[config.mk]
export PLATFORM = sky130hd
export DESIGN_NAME = control_unit
export DESIGN_NICKNAME = d
export VERILOG_FILES = /design/src/rtl/cpu_pkg.sv /design/src/rtl/instruction_register.sv /design/src/rtl/control_unit.sv
export SDC_FILE = /design/constraint.sdc
export NUM_CORES = 1
export LEC_CHECK = 0
export CORE_ASPECT_RATIO = 1.25
export CORE_MARGIN = 4
export CORE_UTILIZATION = 49
export CTS_BUF_LIST = sky130_fd_sc_hd__clkbuf_4 sky130_fd_sc_hd__clkbuf_8
export DETAILED_ROUTE_END_ITERATION = 16
export MAX_ROUTING_LAYER = met4
export PLACE_DENSITY = 0.82
export SKIP_CTS_REPAIR_TIMING = 1
export SYNTH_ARGS = -nofsm -noshare
export SYNTH_HDL_FRONTEND = slang
export SYNTH_SLANG_ARGS = --single-unit
[constraint.sdc]
create_clock -name clock -period 1.8 [get_ports clock]
set_input_delay 0.36 -clock clock [delete_from_list [all_inputs] [get_ports clock]]
set_output_delay 0.36 -clock clock [all_outputs]
set_load 0.05 [all_outputs]
[src/rtl/cpu_pkg.sv]
// Shared definitions for the multi-cycle processor controller: opcodes,
// FSM state encodings, ALU selects and instruction field bit positions.
package cpu_pkg;

    localparam logic [3:0] OP_NOOP  = 4'b0000;
    localparam logic [3:0] OP_STORE = 4'b0001;
    localparam logic [3:0] OP_LOAD  = 4'b0010;
    localparam logic [3:0] OP_ADD   = 4'b0011;
    localparam logic [3:0] OP_SUB   = 4'b0100;
    localparam logic [3:0] OP_HALT  = 4'b0101;

    typedef enum logic [3:0] {
        S_INIT   = 4'd0,
        S_FETCH  = 4'd1,
        S_DECODE = 4'd2,
        S_NOOP   = 4'd3,
        S_LOAD_A = 4'd4,
        S_LOAD_B = 4'd5,
        S_STORE  = 4'd6,
        S_ADD    = 4'd7,
        S_SUB    = 4'd8,
        S_HALT   = 4'd9
    } state_t;

    localparam logic [2:0] ALU_PASS = 3'd0;
    localparam logic [2:0] ALU_ADD  = 3'd1;
    localparam logic [2:0] ALU_SUB  = 3'd2;

    localparam int OPC_MSB     = 15;
    localparam int OPC_LSB     = 12;
    localparam int RA_MSB      = 11;
    localparam int RA_LSB      = 8;
    localparam int RB_MSB      = 7;
    localparam int RB_LSB      = 4;
    localparam int RW_MSB      = 3;
    localparam int RW_LSB      = 0;
    localparam int ST_ADDR_MSB = 7;
    localparam int ST_ADDR_LSB = 0;
    localparam int LD_ADDR_MSB = 11;
    localparam int LD_ADDR_LSB = 4;

endpackage

[src/rtl/instruction_register.sv]
// Instruction register: holds the ROM word captured during FETCH.
// Ports: clock, clear (async active-low), load (capture enable),
//        d (ROM word), q (held instruction).
module instruction_register #(
    parameter int WIDTH = 16
) (
    input  logic             clock,
    input  logic             clear,
    input  logic             load,
    input  logic [WIDTH-1:0] d,
    output logic [WIDTH-1:0] q
);

    always_ff @(posedge clock or negedge clear) begin
        if (!clear) begin
            q <= '0;
        end else if (load) begin
            q <= d;
        end
    end

endmodule

[src/rtl/control_unit.sv]
// Moore controller for the multi-cycle processor. Steps the program counter,
// captures the ROM word into the instruction register and sequences the
// register file, data RAM and ALU controls.
// Ports: clock, clear (async active-low), instr (ROM word at current PC);
//        pc_clr/pc_up to the PC; d_addr/d_wr to data RAM; rf_s, rf_w_addr,
//        rf_w_en, rf_ra_addr, rf_rb_addr to the register file; alu_s0 to the
//        ALU; state and halted for debug/display.
//
// state  | meaning
// INIT   | clear the program counter
// FETCH  | capture instruction, advance PC
// DECODE | fields visible on outputs, branch on opcode
// NOOP   | idle one cycle (also all unused opcodes)
// LOAD_A | RAM read cycle, write-back mux selects RAM
// LOAD_B | write RAM data into register file
// STORE  | write register A into RAM for one cycle
// ADD    | Rw <= Ra + Rb
// SUB    | Rw <= Ra - Rb
// HALT   | parked until clear
module control_unit
    import cpu_pkg::*;
#(
    parameter int DATA_ADDR_W = 8,
    parameter int REG_ADDR_W  = 4,
    parameter int ALU_SEL_W   = 3,
    parameter int INSTR_W     = 16
) (
    input  logic                   clock,
    input  logic                   clear,
    input  logic [INSTR_W-1:0]     instr,
    output logic                   pc_clr,
    output logic                   pc_up,
    output logic [DATA_ADDR_W-1:0] d_addr,
    output logic                   d_wr,
    output logic                   rf_s,
    output logic [REG_ADDR_W-1:0]  rf_w_addr,
    output logic                   rf_w_en,
    output logic [REG_ADDR_W-1:0]  rf_ra_addr,
    output logic [REG_ADDR_W-1:0]  rf_rb_addr,
    output logic [ALU_SEL_W-1:0]   alu_s0,
    output logic [3:0]             state,
    output logic                   halted
);

    state_t             state_q;
    state_t             state_d;
    logic [INSTR_W-1:0] ir_q;
    logic [INSTR_W-1:0] ir_d;
    logic               ir_load;

    assign ir_load = (state_q == S_FETCH);

    instruction_register #(.WIDTH(INSTR_W)) u_ir (
        .clock (clock),
        .clear (clear),
        .load  (ir_load),
        .d     (instr),
        .q     (ir_q)
    );

    // Value the IR will hold after this edge; outputs are registered from
    // it so that DECODE already shows the new instruction's fields.
    assign ir_d = ir_load ? instr : ir_q;

    always_comb begin
        state_d = S_INIT;
        case (state_q)
            S_INIT:   state_d = S_FETCH;
            S_FETCH:  state_d = S_DECODE;
            S_DECODE: begin
                case (ir_q[OPC_MSB:OPC_LSB])
                    OP_STORE: state_d = S_STORE;
                    OP_LOAD:  state_d = S_LOAD_A;
                    OP_ADD:   state_d = S_ADD;
                    OP_SUB:   state_d = S_SUB;
                    OP_HALT:  state_d = S_HALT;
                    default:  state_d = S_NOOP;
                endcase
            end
            S_NOOP:   state_d = S_FETCH;
            S_LOAD_A: state_d = S_LOAD_B;
            S_LOAD_B: state_d = S_FETCH;
            S_STORE:  state_d = S_FETCH;
            S_ADD:    state_d = S_FETCH;
            S_SUB:    state_d = S_FETCH;
            S_HALT:   state_d = S_HALT;
            default:  state_d = S_INIT;
        endcase
    end

    // Outputs are decoded from the next state and next IR and registered,
    // so they are a function of (state, IR) with no path from instr.
    always_ff @(posedge clock or negedge clear) begin
        if (!clear) begin
            state_q    <= S_INIT;
            pc_clr     <= 1'b1;
            pc_up      <= 1'b0;
            d_addr     <= '0;
            d_wr       <= 1'b0;
            rf_s       <= 1'b0;
            rf_w_addr  <= '0;
            rf_w_en    <= 1'b0;
            rf_ra_addr <= '0;
            rf_rb_addr <= '0;
            alu_s0     <= '0;
            halted     <= 1'b0;
        end else begin
            state_q    <= state_d;
            pc_clr     <= (state_d == S_INIT);
            pc_up      <= (state_d == S_FETCH);
            d_wr       <= (state_d == S_STORE);
            rf_s       <= (state_d == S_LOAD_A) || (state_d == S_LOAD_B);
            rf_w_en    <= (state_d == S_LOAD_B) || (state_d == S_ADD) ||
                          (state_d == S_SUB);
            halted     <= (state_d == S_HALT);
            if (state_d == S_ADD) begin
                alu_s0 <= ALU_ADD;
            end else if (state_d == S_SUB) begin
                alu_s0 <= ALU_SUB;
            end else begin
                alu_s0 <= ALU_PASS;
            end
            // LOAD and STORE place the RAM address in different fields.
            if (ir_d[OPC_MSB:OPC_LSB] == OP_LOAD) begin
                d_addr <= ir_d[LD_ADDR_MSB:LD_ADDR_LSB];
            end else begin
                d_addr <= ir_d[ST_ADDR_MSB:ST_ADDR_LSB];
            end
            rf_ra_addr <= ir_d[RA_MSB:RA_LSB];
            rf_rb_addr <= ir_d[RB_MSB:RB_LSB];
            rf_w_addr  <= ir_d[RW_MSB:RW_LSB];
        end
    end

    assign state = state_q;

endmodule

==> summary.md, run 1 <==
| Metric | Value |
|---|---|
| Total CTS buffers | 5 |
| Nets | 204 |
| Drt wl/cell | 15.8 um |
| Vias post-DR | 1193 |
| Final WS setup | 196 ps |
| Drt pass-1 iters | 4 |
| Core region area | 3480 um2 |
| Synth warn | 0 |
| Final Cell Area | 2260 um2 |
| Startpoint Class | flop |
| Yosys top cell by area | dfrtp_1 |
| Die width | 61.8 um |
| Layout cell share with drive strength beyond 1 | 0.425 |
| Avg Cell Area, Syn | 12.5 um2 |
| Critical Path Sink Type | flop |
| Data arrival, critical path | 1770 ps |
| Initial Utilization | 0.510 |
| First-pass GRT wire length | 5.91 mm |
| Number of distinct library cells after synthesis | 32 |
| Final Hold Vio Count | 0 |
| Final HPWL DP | 2.68 mm |
| Final Wtd Congestion | 0.796 |
| Hold WS | 456 ps |
| Length of routed met3 wiring | 234 um |
| Crit share post-route | 0.891 |
| Initial antenna violation count | 0 |
| All-layer global routing usage | 0.178 |
| Fmax | 623 MHz |
| Vias in the first global route | 1264 |
| CP Data Required Time | 1970 ps |
| RSZ-0062 raised after global routing | false |
| Final wirelength | 3.56 mm |
| DR vias/cell | 5.30 |
| Syn_nets | 160 |
| Chip height | 75.3 um |
| Post-route ant nets | 0 |
| Max Cap Violations | 0 |
| Clk sinks | 36 |
| Largest net degree at the start of global routing | 37 |
| Final number of setup-violating endpoints | 0 |
| Num ports | 51 |
| CP Max Fanout | 16 |
| Initial DRC Count | 57 |
| HP Class | in2async |
| Pre-CTS setup slack | -115 ps |
| Fraction of the yosys area taken by sequential cells | 0.508 |
| DRC Markers | 0 |
| H-tree Lvls | 2 |
| Dpl cell area | 2180 um2 |
| CTS tree | done |
| Antenna Cells | 0 |
| Status | finished clean |
| Most area-consuming cells after synthesis | dfrtp_1 49%, mux2_2 13%, mux2i_1 9.0% |
| Post-Syn Area | 1780 um2 |
| Top routing layer used | met4 |
| Clk root buf | clkbuf_8 |
| Worst-margin pin slew | 525 ps |
| Worst Skew | 5.80 ps |
| Clock Latency Late Sink | 290 ps |
| Met2 wire length | 1.85 mm |
| Num rows | 24 |
| Relative slew slack | 0.645 |
| Cells after Synth | 142 |
| Grt total ovfl | 0 |
| Post-layout min period | 1600 ps |
| CTS Buffer Depth | 2 |
| Yosys top cell area share | 0.493 |
| Layout area overhead | 27.2% |
| Crit Path Class | reg2reg |
| Routed length on met1 | 1.43 mm |
| Reg2Reg Depth | 4 |
| FF+latch count, synth | 36 |
| Final Max Slew Viols | 0 |
| Clock slew at reported path FFs | 60 ps |
| Die area | 4660 um2 |
| Number of port buffers | 49 |
## placed cells by master (no fill, tap or decap), types with 2 or more instances in the layout
cell,netlist,final
clkbuf_8,0,5
o21ai_0,9,9
nand2_1,5,5
nor2_1,5,5
buf_12,0,2
dfrtp_1,35,35
o211ai_1,2,2
clkdlybuf4s50_1,0,17
nand2b_1,2,2
mux2i_1,16,16
inv_1,2,2
nor4b_2,0,2
nor4b_1,4,2
buf_4,17,38
a21oi_1,4,4
mux2_2,20,20
## area by class of cell
type                    count  area [um2]
well taps                  39        48.8
clock buffers               6        76.3
inverters                   3        11.3
fillers                   298        1220
clock inverters             1        5.00
multi-input cells          83         719
repair buffers             57         495
flip-flops and latches     36         902
## synthesized netlist by cell type, drive strengths merged
cell type  instances
dfrtp             35
nor3               1
a21oi              4
inv                3
o211ai             2
o21a               1
nand2              5
buf               20
o22a               1
nand2b             2
nand3b             2
nor4b              5
and2b              2
xor2               1
mux2              20
nor3b              1
conb               1
dfstp              1
or2                2
or3                1
a211oi             1
nor2               6
o21ai              9
mux2i             16
## per-layer routing
layer,global-route usage,vias up
met5,-,-
met4,0.0566,0
met3,0.0542,6
met2,0.292,39
met1,0.207,579
li1,-,569
## state kept, by name, indices dropped and copies added, names as in the netlist
| register | flops |
|---|---|
| pc_up | 1 |
| alu_s0 | 2 |
| d_addr | 8 |
| rf_w_addr | 1 |
| u_ir.q | 15 |
| rf_w_en | 1 |
| state | 4 |
| d_wr | 1 |
| halted | 1 |
| pc_clr | 1 |
| rf_s | 1 |
## worst paths after layout
path	startpoint	endpoint	slack, ps
hold / removal	clear	rf_s$_DFF_PN0_	460
hold reg to reg	rf_w_addr[2]$_DFF_PN0_	rf_w_addr[2]$_DFF_PN0_	550
min in group clock	rf_w_addr[2]$_DFF_PN0_	rf_w_addr[2]$_DFF_PN0_	550
setup / recovery	state[0]$_DFF_PN0_	u_ir.q[12]$_DFF_PN0_	200
setup reg to reg	state[0]$_DFF_PN0_	u_ir.q[12]$_DFF_PN0_	200
max in group asynchronous	clear	pc_clr$_DFF_PN1_	1090
## kinds of logic (layout without fill, tap and decap cells)
group,count (synthesis),count (layout),share of synthesized area
AO/OA/AOI/OAI,18,18,0.0592
XOR/XNOR,1,1,0.00493
buffers and inverters,23,67,0.0937
flip-flops,36,36,0.508
multiplexers,36,36,0.217
other,1,1,0.00211
AND/OR/NAND/NOR,27,27,0.115
## critical path, cell delays in order, from the launching register on
cell      delay [ps]
dfrtp_1          590
nand2b_1         190
nor2_4           120
buf_4            230
mux2_2           360
## through the flow
step           cells  TNS, ps   util
2_1_floorplan    142        0      -
3_3_place_gp     218     -280  0.625
3_5_place_dp     218     -538  0.625
4_1_cts          225        0  0.648
5_1_grt          225        0  0.648
6_report         225        0  0.648
Power of run 1 is not shown: default switching activity piles up to over one toggle a cycle in this logic, so the estimate is an artifact.
==> run 2, diff against run 1 <==
SKIP_LAST_GASP = 1   (was not set)
==> results of run 2 <==
The final DEF is identical to that of run 1; final timing and power are the same.
Power of run 2 is left out for the same reason.
==> run 3, diff against run 2 <==
REMOVE_ABC_BUFFERS = 1   (was not set)
==> run 3 against run 2 <==
- final cell count rose by 1.8%
- final area rose by 0.72%
- non-clock buffer count rose by 3
- critical endpoint is now d_addr[4]$_DFF_PN0_
- clock-buffer cell count stayed put
- highest routed layer unchanged
- sequential cell count unchanged
- setup slack improved by 22 ps
- clock skew rose by 2.8 ps
==> summary.md, run 3 (same netlist as run 1, synthesis figures left out) <==
| Metric | Value |
|---|---|
| Startpoint Class | input port |
| Routed length on met1 | 1.36 mm (-4.8%) |
| Fill cells | 264 (-11%) |
| Largest reg by FF count | u_ir.q |
| HP Class | in2async |
| Most frequent cells in the layout | 42 x buf_4, 35 x dfrtp_1, 20 x mux2_2 |
| Hold WS | 101 ps (-355 ps) |
| Crit path cell chain | clkdlybuf4s50_1 > nor4b_2 > buf_4 > mux2_2 > nand2_1 > o21ai_0 |
| Clk root buf | clkbuf_8 |
| Crit path max-delay family | buffers and inverters |
| Num ports | 51 (unchanged) |
| First-pass GRT wire length | 5.62 mm (-5.0%) |
| CTS tree | done |
| Grt total ovfl | 0 (unchanged) |
| Vias post-DR | 1204 (+0.92%) |
| Clock slew at reported path FFs | 70 ps (about the same) |
| Layout cell share with drive strength beyond 1 | 0.442 (+0.0174) |
| Final TNS setup | 0 ps (unchanged) |
| Initial Utilization | 0.510 (unchanged) |
| Worst-margin pin slew | 505 ps (-20.1 ps) |
| Vias in the first global route | 1246 (-1.4%) |
| Drt pass-1 iters | 5 (+1) |
| Top routing layer used | met4 |
| Crit share post-route | 0.879 (-0.0125) |
| Data arrival, critical path | 1760 ps (about the same) |
| Final WS setup | 218 ps (+22.5 ps) |
| Num rows | 24 (unchanged) |
| CP max stage delay | 430 ps (-160 ps) |
| Antenna Cells | 0 (unchanged) |
| Final Util | 0.653 (+0.00467) |
| Final Hold Vio Count | 0 (unchanged) |
| CP Data Required Time | 1980 ps (about the same) |
| Length of routed met3 wiring | 255 um (+9.0%) |
| Max Cap Violations | 0 (unchanged) |
| Met2 wire length | 1.84 mm (-0.70%) |
| CP Max Fanout | 7 (-9) |
| Crit Path Class | in2reg |
| DR vias/cell | 5.26 (-0.84%) |
| Pre-CTS setup slack | -88.6 ps (+26.2 ps) |
| Final number of setup-violating endpoints | 0 (unchanged) |
| Die width | 61.8 um (unchanged) |
| Initial DRC Count | 58 (+1.8%) |
| Relative slew slack | 0.658 (+0.0136) |
| Status | finished clean |
| Chip height | 75.3 um (unchanged) |
| Final Max Slew Viols | 0 (unchanged) |
| Post-route ant nets | 0 (unchanged) |
| Die area | 4660 um2 (unchanged) |
| Number of port buffers | 49 (unchanged) |
| CTS Buffer Depth | 2 (unchanged) |
| Clock Latency Late Sink | 290 ps (about the same) |
| Core region area | 3480 um2 (unchanged) |
| Fmax | 632 MHz (+1.4%) |
| Total CTS buffers | 5 (unchanged) |
| Final HPWL DP | 2.64 mm (-1.7%) |
| CP max-delay cell | clkdlybuf4s50_1 |
| H-tree Lvls | 2 (unchanged) |
| Number of flip-flops under the largest register name | 15 (unchanged) |
| Clk sinks | 36 (unchanged) |
| Critical Path Sink Type | flop |
| Layout area overhead | 28.1% |
| Post-layout min period | 1580 ps (-22.5 ps) |
| Worst Skew | 8.55 ps (+2.75 ps) |
| Commonest non-fill, non-tap cell in the layout | buf_4 |
| RSZ-0062 raised after global routing | false |
| Nets | 207 (+1.5%) |
| Final Wtd Congestion | 0.793 (-0.31%) |
| DRC Markers | 0 (unchanged) |
| Drt wl/cell | 15.3 um (-3.1%) |
| Final wirelength | 3.51 mm (-1.4%) |
| Initial antenna violation count | 0 (unchanged) |
| WP buf/inv | 2 (+1) |
| All-layer global routing usage | 0.173 (-0.00566) |
| Largest net degree at the start of global routing | 37 (unchanged) |
[run 3: worst paths after layout]
check | from | to | slack (ps) | cells past startpoint
setup reg to reg | state[1]$_DFF_PN0_ | u_ir.q[10]$_DFF_PN0_ | 220 | 4
hold reg to reg | rf_w_addr[2]$_DFF_PN0_ | rf_w_addr[2]$_DFF_PN0_ | 550 | 1
max in group asynchronous | clear | pc_clr$_DFF_PN1_ | 1350 | 2
setup / recovery | instr[14] | d_addr[4]$_DFF_PN0_ | 220 | 6
hold / removal | clear | u_ir.q[13]$_DFF_PN0_ | 100 | 2
min in group clock | rf_w_addr[2]$_DFF_PN0_ | rf_w_addr[2]$_DFF_PN0_ | 550 | 1
[run 3: metal layers]
layer / global-route usage / vias up
li1: - / 571
met1: 0.189 / 578
met2: 0.295 / 49
met3: 0.0475 / 6
met4: 0.0637 / 0
met5: - / -
[run 3: layout make-up]
class / instances / area [um2] / share of cell area
Multi-Input combinational cell: 83 / 719 / 0.316
Timing Repair Buffer: 60 / 500 / 0.220
Inverter: 3 / 11.3 / 0.00495
Clock inverter: 2 / 10.0 / 0.00440
Sequential cell: 36 / 902 / 0.397
Tap cell: 39 / 48.8 / 0.0215
Clock buffer: 6 / 82.6 / 0.0363
[run 3: through the flow]
| step | area (um2) | cells |
|---|---|---|
| after global routing | 2270 | 229 |
| after global placement | 2180 | 221 |
| after detailed placement | 2180 | 221 |
| after floorplan | 1620 | 122 |
| final | 2270 | 229 |
| after CTS | 2270 | 229 |
[run 3: worst register-to-register path, stage by stage, from the launching register on]
cell      delay, ps
dfrtp_1         460
nand2b_1        240
nor2_4          220
buf_4           210
mux2_2          340
Power of run 3 is left out for the same reason.
